File: config.mk
export PLATFORM = sky130hd
export DESIGN_NAME = param_cpu
export DESIGN_NICKNAME = d
export VERILOG_FILES = /design/src/rtl/param_cpu_pkg.sv /design/src/rtl/param_cpu_iq.sv /design/src/rtl/param_cpu.sv
export SDC_FILE = /design/constraint.sdc
export NUM_CORES = 1
export LEC_CHECK = 0
export CAP_MARGIN = 5
export CORE_MARGIN = 2
export CORE_UTILIZATION = 35
export DETAILED_ROUTE_END_ITERATION = 12
export GPL_TIMING_DRIVEN = 1
export HOLD_SLACK_MARGIN = 0.05
export PLACE_DENSITY = 0.58
export SLEW_MARGIN = 20
export SYNTH_ARGS = -nofsm -noshare
export SYNTH_HDL_FRONTEND = slang
export SYNTH_HIERARCHICAL = 1
export SYNTH_SLANG_ARGS = --single-unit
File: constraint.sdc
create_clock -name clk -period 3.7 [get_ports clk]
set_clock_uncertainty 0.2 [all_clocks]
set_input_delay 0.37 -clock clk [delete_from_list [all_inputs] [get_ports clk]]
set_output_delay 0.37 -clock clk [all_outputs]
set_load 0.01 [all_outputs]
File: src/rtl/param_cpu_pkg.sv
// Shared types and helpers for param_cpu.
//   op_e      : 4-bit opcode encoding (9-14 are undefined)
//   state_e   : control FSM states
//   FLAG_*    : bit positions inside the {V,C,N,Z} flags vector
//   alu_res_t : ALU result {data, c, v}
//   alu()     : width-generic ALU. It works on ALU_MAX_W-bit containers,
//               and the caller passes the live width w (<= ALU_MAX_W).
package param_cpu_pkg;

  typedef enum logic [3:0] {
    OP_NOP  = 4'd0,
    OP_LDI  = 4'd1,
    OP_ADD  = 4'd2,
    OP_SUB  = 4'd3,
    OP_AND  = 4'd4,
    OP_OR   = 4'd5,
    OP_XOR  = 4'd6,
    OP_LD   = 4'd7,
    OP_ST   = 4'd8,
    OP_HALT = 4'd15
  } op_e;

  typedef enum logic [1:0] {
    FETCH    = 2'd0,
    EXEC     = 2'd1,
    MEM_WAIT = 2'd2,
    HALTED   = 2'd3
  } state_e;

  localparam int FLAG_Z = 0;
  localparam int FLAG_N = 1;
  localparam int FLAG_C = 2;
  localparam int FLAG_V = 3;

  // Package types cannot follow a module parameter, so the ALU operates on
  // a fixed maximum container width and masks down to the live width.
  localparam int ALU_MAX_W = 64;

  typedef struct packed {
    logic [ALU_MAX_W-1:0] data;
    logic                 c;
    logic                 v;
  } alu_res_t;

  function automatic alu_res_t alu(input op_e op,
                                   input logic [ALU_MAX_W-1:0] a,
                                   input logic [ALU_MAX_W-1:0] b,
                                   input int unsigned w);
    logic [ALU_MAX_W:0] one, mask, ax, bx, full;
    logic sa, sb, sr, carry;
    alu_res_t r;
    one  = {{ALU_MAX_W{1'b0}}, 1'b1};
    mask = (one << w) - one;
    ax   = {1'b0, a} & mask;
    bx   = {1'b0, b} & mask;
    case (op)
      OP_ADD:  full = ax + bx;
      OP_SUB:  full = ax - bx;
      OP_AND:  full = ax & bx;
      OP_OR:   full = ax | bx;
      OP_XOR:  full = ax ^ bx;
      default: full = '0;
    endcase
    // Bit w of the extended result is the carry for ADD. For SUB it is the
    // borrow, because the subtraction wraps and sets all upper bits.
    carry = |((full >> w) & one);
    sa    = |((ax >> (w - 1)) & one);
    sb    = |((bx >> (w - 1)) & one);
    sr    = |((full >> (w - 1)) & one);
    r      = '0;
    r.data = full[ALU_MAX_W-1:0] & mask[ALU_MAX_W-1:0];
    case (op)
      OP_ADD: begin
        r.c = carry;
        r.v = (sa == sb) && (sr != sa);
      end
      OP_SUB: begin
        r.c = carry;
        r.v = (sa != sb) && (sr != sa);
      end
      default: ;
    endcase
    return r;
  endfunction

endpackage

File: src/rtl/param_cpu_iq.sv
// Instruction queue: a synchronous FIFO with show-ahead output.
//   push/din   : write when push && !full
//   pop/dout   : dout always shows the oldest entry; pop advances it when !empty
//   full/empty : occupancy status
//   count      : number of stored entries (0..DEPTH)
// The reset clears the pointers and the count. The storage array keeps its
// contents, which become unreachable.
module param_cpu_iq #(
  parameter int WIDTH = 16,
  parameter int DEPTH = 4
) (
  input  logic                     clk,
  input  logic                     rst,
  input  logic                     push,
  input  logic [WIDTH-1:0]         din,
  input  logic                     pop,
  output logic [WIDTH-1:0]         dout,
  output logic                     full,
  output logic                     empty,
  output logic [$clog2(DEPTH):0]   count
);
  localparam int PTR_W = $clog2(DEPTH);

  logic [WIDTH-1:0] mem [DEPTH];
  logic [PTR_W-1:0] wr_ptr, rd_ptr;
  logic             do_push, do_pop;

  // A push is refused when full, even if a pop frees a slot this cycle.
  assign do_push = push && !full;
  assign do_pop  = pop && !empty;
  assign full    = (count == (PTR_W + 1)'(DEPTH));
  assign empty   = (count == '0);
  assign dout    = mem[rd_ptr];

  always_ff @(posedge clk or posedge rst) begin
    if (rst) begin
      wr_ptr <= '0;
      rd_ptr <= '0;
      count  <= '0;
    end else begin
      if (do_push) wr_ptr <= wr_ptr + 1'b1;
      if (do_pop)  rd_ptr <= rd_ptr + 1'b1;
      case ({do_push, do_pop})
        2'b10:   count <= count + 1'b1;
        2'b01:   count <= count - 1'b1;
        default: ;
      endcase
    end
  end

  always_ff @(posedge clk) begin
    if (do_push) mem[wr_ptr] <= din;
  end

endmodule

File: src/rtl/param_cpu.sv
// param_cpu: a parametrised single-issue CPU with an instruction queue.
//   instr_valid/instr/instr_ready : instruction stream into the queue
//                                   word layout {op[3:0], rd, rs, imm}
//   mem_req/we/addr/wdata/rdata/ready : single-outstanding memory port.
//                                   The mem_* outputs are held while waiting.
//   done    : HALT executed (sticky until reset)
//   flags   : {V,C,N,Z}
//   illegal : sticky, set when an undefined opcode (9-14) is executed
//   iq_count: queue occupancy
//   dbg_ridx/dbg_rdata : combinational register read-back
module param_cpu
  import param_cpu_pkg::*;
#(
  parameter int DATA_W   = 8,
  parameter int NREGS    = 4,
  parameter int ADDR_W   = 8,
  parameter int IMM_W    = 8,
  parameter int IQ_DEPTH = 4,
  localparam int RIDX_W  = $clog2(NREGS),
  localparam int IW      = 4 + 2 * RIDX_W + IMM_W
) (
  input  logic                        clk,
  input  logic                        rst,
  input  logic                        instr_valid,
  input  logic [IW-1:0]               instr,
  output logic                        instr_ready,
  output logic                        mem_req,
  output logic                        mem_we,
  output logic [ADDR_W-1:0]           mem_addr,
  output logic [DATA_W-1:0]           mem_wdata,
  input  logic [DATA_W-1:0]           mem_rdata,
  input  logic                        mem_ready,
  output logic                        done,
  output logic [3:0]                  flags,
  output logic                        illegal,
  output logic [$clog2(IQ_DEPTH):0]   iq_count,
  input  logic [RIDX_W-1:0]           dbg_ridx,
  output logic [DATA_W-1:0]           dbg_rdata
);

  logic                iq_full, iq_empty, push, pop;
  logic [IW-1:0]       iq_dout, ir;
  state_e              state_q, state_d;
  op_e                 op;
  logic [RIDX_W-1:0]   rd, rs;
  logic [IMM_W-1:0]    imm;
  logic [DATA_W-1:0]   regs [NREGS];
  logic [DATA_W-1:0]   rd_val, rs_val, ldi_val, alu_data;
  logic [ADDR_W-1:0]   ea;
  alu_res_t            alu_r;
  logic                alu_unused;

  assign instr_ready = !iq_full && !done;
  assign push        = instr_valid && instr_ready;

  param_cpu_iq #(.WIDTH(IW), .DEPTH(IQ_DEPTH)) u_iq (
    .clk   (clk),
    .rst   (rst),
    .push  (push),
    .din   (instr),
    .pop   (pop),
    .dout  (iq_dout),
    .full  (iq_full),
    .empty (iq_empty),
    .count (iq_count)
  );

  assign op        = op_e'(ir[IW-1 -: 4]);
  assign rd        = ir[IW-5 -: RIDX_W];
  assign rs        = ir[IMM_W +: RIDX_W];
  assign imm       = ir[IMM_W-1:0];
  assign rd_val    = regs[rd];
  assign rs_val    = regs[rs];
  assign ldi_val   = DATA_W'(imm);
  assign ea        = ADDR_W'(rs_val) + ADDR_W'(imm);
  assign dbg_rdata = regs[dbg_ridx];

  assign alu_r      = alu(op, ALU_MAX_W'(rd_val), ALU_MAX_W'(rs_val), DATA_W);
  assign alu_data   = alu_r.data[DATA_W-1:0];
  assign alu_unused = ^alu_r.data;

  always_ff @(posedge clk or posedge rst) begin
    if (rst) state_q <= FETCH;
    else     state_q <= state_d;
  end

  always_comb begin
    state_d = state_q;
    pop     = 1'b0;
    case (state_q)
      FETCH: begin
        if (!iq_empty) begin
          pop     = 1'b1;
          state_d = EXEC;
        end
      end
      EXEC: begin
        case (op)
          OP_LD, OP_ST: state_d = MEM_WAIT;
          OP_HALT:      state_d = HALTED;
          default:      state_d = FETCH;
        endcase
      end
      MEM_WAIT: if (mem_ready && mem_req) state_d = FETCH;
      HALTED:   state_d = HALTED;
      default:  state_d = FETCH;
    endcase
  end

  // Operands are read from regs before the edge, so rd==rs is safe.
  always_ff @(posedge clk or posedge rst) begin
    if (rst) begin
      for (int i = 0; i < NREGS; i++) regs[i] <= '0;
      flags     <= '0;
      ir        <= '0;
      done      <= 1'b0;
      illegal   <= 1'b0;
      mem_req   <= 1'b0;
      mem_we    <= 1'b0;
      mem_addr  <= '0;
      mem_wdata <= '0;
    end else begin
      if (pop) ir <= iq_dout;
      case (state_q)
        EXEC: begin
          case (op)
            OP_NOP: ;
            OP_LDI: begin
              regs[rd]      <= ldi_val;
              flags[FLAG_Z] <= (ldi_val == '0);
              flags[FLAG_N] <= ldi_val[DATA_W-1];
            end
            OP_ADD, OP_SUB, OP_AND, OP_OR, OP_XOR: begin
              regs[rd]      <= alu_data;
              flags[FLAG_Z] <= (alu_data == '0);
              flags[FLAG_N] <= alu_data[DATA_W-1];
              flags[FLAG_C] <= alu_r.c;
              flags[FLAG_V] <= alu_r.v;
            end
            OP_LD, OP_ST: begin
              mem_req   <= 1'b1;
              mem_we    <= (op == OP_ST);
              mem_addr  <= ea;
              mem_wdata <= (op == OP_ST) ? rd_val : '0;
            end
            OP_HALT: done <= 1'b1;
            default: illegal <= 1'b1;
          endcase
        end
        MEM_WAIT: begin
          if (mem_ready && mem_req) begin
            mem_req <= 1'b0;
            if (!mem_we) begin
              regs[rd]      <= mem_rdata;
              flags[FLAG_Z] <= (mem_rdata == '0);
              flags[FLAG_N] <= mem_rdata[DATA_W-1];
            end
          end
        end
        default: ;
      endcase
    end
  end

endmodule
==> impl_metrics.env <==
export IMPL_finalSetupViolCount=0
export IMPL_numCtsBuffers=17
export IMPL_final_nets=787
export IMPL_cp_required_ns=3.82
export IMPL_die_y_um=153
export IMPL_cts_tree="yes"
export IMPL_cp_startpoint="ir[8]"
export IMPL_crit_top_cell="xnor2_1"
export IMPL_synth_net_count=686
export IMPL_die_area_mm2=0.0235
export IMPL_max_freq_ghz=0.278
export IMPL_hold_depth=2
export IMPL_finalCritPeriodShare_pct=97.2
export IMPL_dpl_hpwl_mm=14.6
export IMPL_wirelength_mm=20.0
export IMPL_dpl_cell_count=969
export IMPL_synth_edf_count=64
export IMPL_synth_top_area_share_pct=25.9
export IMPL_first_global_vias=5550
export IMPL_fp_row_count=54
export IMPL_syn_cell_area_mm2=0.00781
export IMPL_initial_core_util_pct=35.7
export IMPL_vias=5400
export IMPL_ys_types=69
export IMPL_holdWs_ns=0.286
export IMPL_yosys_top_cells_area="dfrtp_1, edfxtp_1, mux4_2"
export IMPL_cts_root_buf="clkbuf_16"
export IMPL_ys_async_sr_fraction_pct=55.9
export IMPL_min_period_ns=3.60
export IMPL_reg2reg_from="ir[8]"
export IMPL_clkTransAtPathRegs_ns=0.07
export IMPL_clock_sinks=145
export IMPL_clock_tree_buffer_depth=2
export IMPL_yosysWarnings=6
export IMPL_syn_inst=616
export IMPL_ys_seq_area_share_pct=50.5
export IMPL_grt_setup_unrepaired="yes"
export IMPL_crit_path_end_kind="flip-flop"
export IMPL_fp_dieW_um=153
export IMPL_ys_flop_type="dfrtp_1"
export IMPL_hp_start="mem_addr[5]"
export IMPL_firstDrtPassIters=4
export IMPL_ys_ff_latch=145
export IMPL_final_area_mm2=0.00972
export IMPL_crit_path_start_kind="flip-flop"
export IMPL_cp_num_buf_inv=1
export IMPL_post_place_ws_ns=-0.163
export IMPL_nFillCells=2015
export IMPL_via_per_inst=5.35
export IMPL_setup_ws_ns=0.105
export IMPL_crit_family="compound AO/OA/AOI/OAI gates"
export IMPL_cpPeakStageDelay_ns=0.56
export IMPL_outcome="finished, final reports clean"
export IMPL_drv_slew=0
export IMPL_wl_per_cell_um=19.8
export IMPL_ios=66
export IMPL_crit_fanout=6
export IMPL_tightestPinTransition_ns=1.03
export IMPL_worstHoldPathType="reg2reg"
export IMPL_port_buffers=65
export IMPL_antenna_found_initial=0
export IMPL_clock_latency_ns=0.42
export IMPL_yosysTopAreaCell="dfrtp_1"
export IMPL_relSlewSlack_pct=31.2
export IMPL_synth_area_per_cell_um2=12.7
export IMPL_core_area_mm2=0.0219
export IMPL_cts_max_level=4
export IMPL_diodes=0
export IMPL_max_cap_violations=0
export IMPL_drive_gt1_share_pct=22.6
export IMPL_drc=0
export IMPL_placed_cell_area_mm2=0.00897
export IMPL_grt_pass1_wl_mm=31.5
export IMPL_crit_path_top_delay_cell="mux4_2"
export IMPL_grt_max_degree=75
export IMPL_gp_congestion=0.923
export IMPL_reg2regPathDepth=13
export IMPL_track_usage_pct=17.4
export IMPL_area_growth_pct=24.5
export IMPL_finalHoldViolations=0
export IMPL_cp_cell_sequence="mux4_2 > inv_2 > nand3_2 > or3_4 > nand2_1 > xnor2_1 > ha_1 > o21ai_1 > a2111oi_2 > o31ai_2 > nand3_4 > xnor2_1 > o41ai_2"
export IMPL_cp_num_cells=13
export IMPL_final_cell_count_no_fill=1010
export IMPL_worstSetupPathType="reg2reg"
export IMPL_drtIter0Drc=335
export IMPL_antenna_left=0
export IMPL_worstPathArrival_ns=3.71
export IMPL_grt_overflow_total=0
[cell usage after synthesis (4+ instances only)]
cell / number
a21oi_1: 14
a22o_1: 8
and2_1: 7
and3_1: 5
buf_2: 8
clkbuf_1: 15
dfrtp_1: 81
edfxtp_1: 64
ha_1: 37
inv_1: 31
inv_2: 4
mux2_2: 24
mux4_1: 8
mux4_2: 33
nand2_1: 61
nand2b_1: 5
nor2_1: 22
nor2b_1: 14
nor3_1: 7
o21ai_0: 37
o21ai_1: 21
o31a_1: 4
o31ai_1: 5
or3_1: 5
xnor2_1: 13
xor2_1: 8
[through the flow]
stage	TNS [ns]	util, %
2_1_floorplan	0	-
6_report	0	44.4
3_3_place_gp	-0.0232	41.0
4_1_cts	0	43.8
3_5_place_dp	-0.909	41.0
5_1_grt	-0.0948	44.4
[cell usage in the layout, fill, tap and decap left out, types with 4 or more instances in the layout]
master / instances
edfxtp_1: 64
ha_1: 36
o31a_1: 4
o31ai_1: 4
and3_1: 5
clkdlybuf4s50_1: 65
buf_4: 42
inv_1: 30
o21ai_0: 33
nand2b_1: 5
o21ai_1: 24
dfrtp_1: 80
a21oi_1: 13
a22o_1: 8
mux4_2: 33
mux2_2: 24
mux4_1: 8
nand2_1: 61
or3_1: 5
nor3_1: 6
inv_6: 5
nor2b_1: 13
clkbuf_16: 17
and2_1: 7
nor2_1: 22
inv_2: 5
xnor2_1: 13
xor2_1: 8
[routing by layer]
metal,vias to the layer above,share of wire [%],GRT usage (%)
met2,152,49,28.7
met4,0,2.4,5.72
met3,31,4.4,3.83
met1,2708,44,23.0
met5,-,0,0
li1,2509,-,-
[flip-flops by register name, indices dropped and copies added (netlist names)]
name         cells
mem_addr         8
mem_req          1
u_iq/count       3
mem_wdata        8
u_iq/wr_ptr      2
u_iq/mem        64
state_q          2
mem_we           1
regs            32
ir              16
illegal          1
u_iq/rd_ptr      2
done             1
flags            4
[timing repair]
| item | 4_1_cts | 5_1_grt |
|---|---|---|
| gates resized for setup | 3 | 16 |
| pin swaps | 0 | 3 |
| endpoints found under the hold margin | 7 | 0 |
| setup buffers | 0 | 8 |
| setup endpoints to repair | 10 | 15 |
| hold buffers | 1 | 0 |
[worst paths after layout]
path,end,slack [ns]
setup / recovery,flags[3],0.10
hold / removal,mem_addr[5],0.29
setup reg to reg,flags[3],0.10
hold reg to reg,mem_addr[5],0.29
max in group asynchronous,ir[8],2.22
min in group asynchronous,u_iq/wr_ptr[1],0.60
[cell type report]
type	instances	area [µm²]	share of cell area (%)
clock buffer	20	457	4.70
clock inverter	12	146	1.51
inverter	36	135	1.39
multi-input combinational	405	3640	37.4
sequential	145	3950	40.6
tap	280	350	3.60
timing repair buffer	112	1050	10.8
[logic make-up (layout without fill, tap and decap cells)]
kind of cell,Yosys count,count (layout),share of synthesized area [%]
simple gates,149,149,9.82
flops,145,145,50.5
buf+inv,66,180,3.75
fa+ha+maj,40,40,6.69
compound gates,127,127,10.8
mux,68,68,16.0
xor+xnor,21,21,2.35
[tightest hold or removal path, cell delays in order (launching register included)]
cell and delay [ns]:
dfrtp_1 0.35, nand2_1 0.05, o21ai_0 0.06
Power is left out: the tool's default activity adds up to more than one toggle a clock period on the data nets, which glitch-free logic cannot reach.
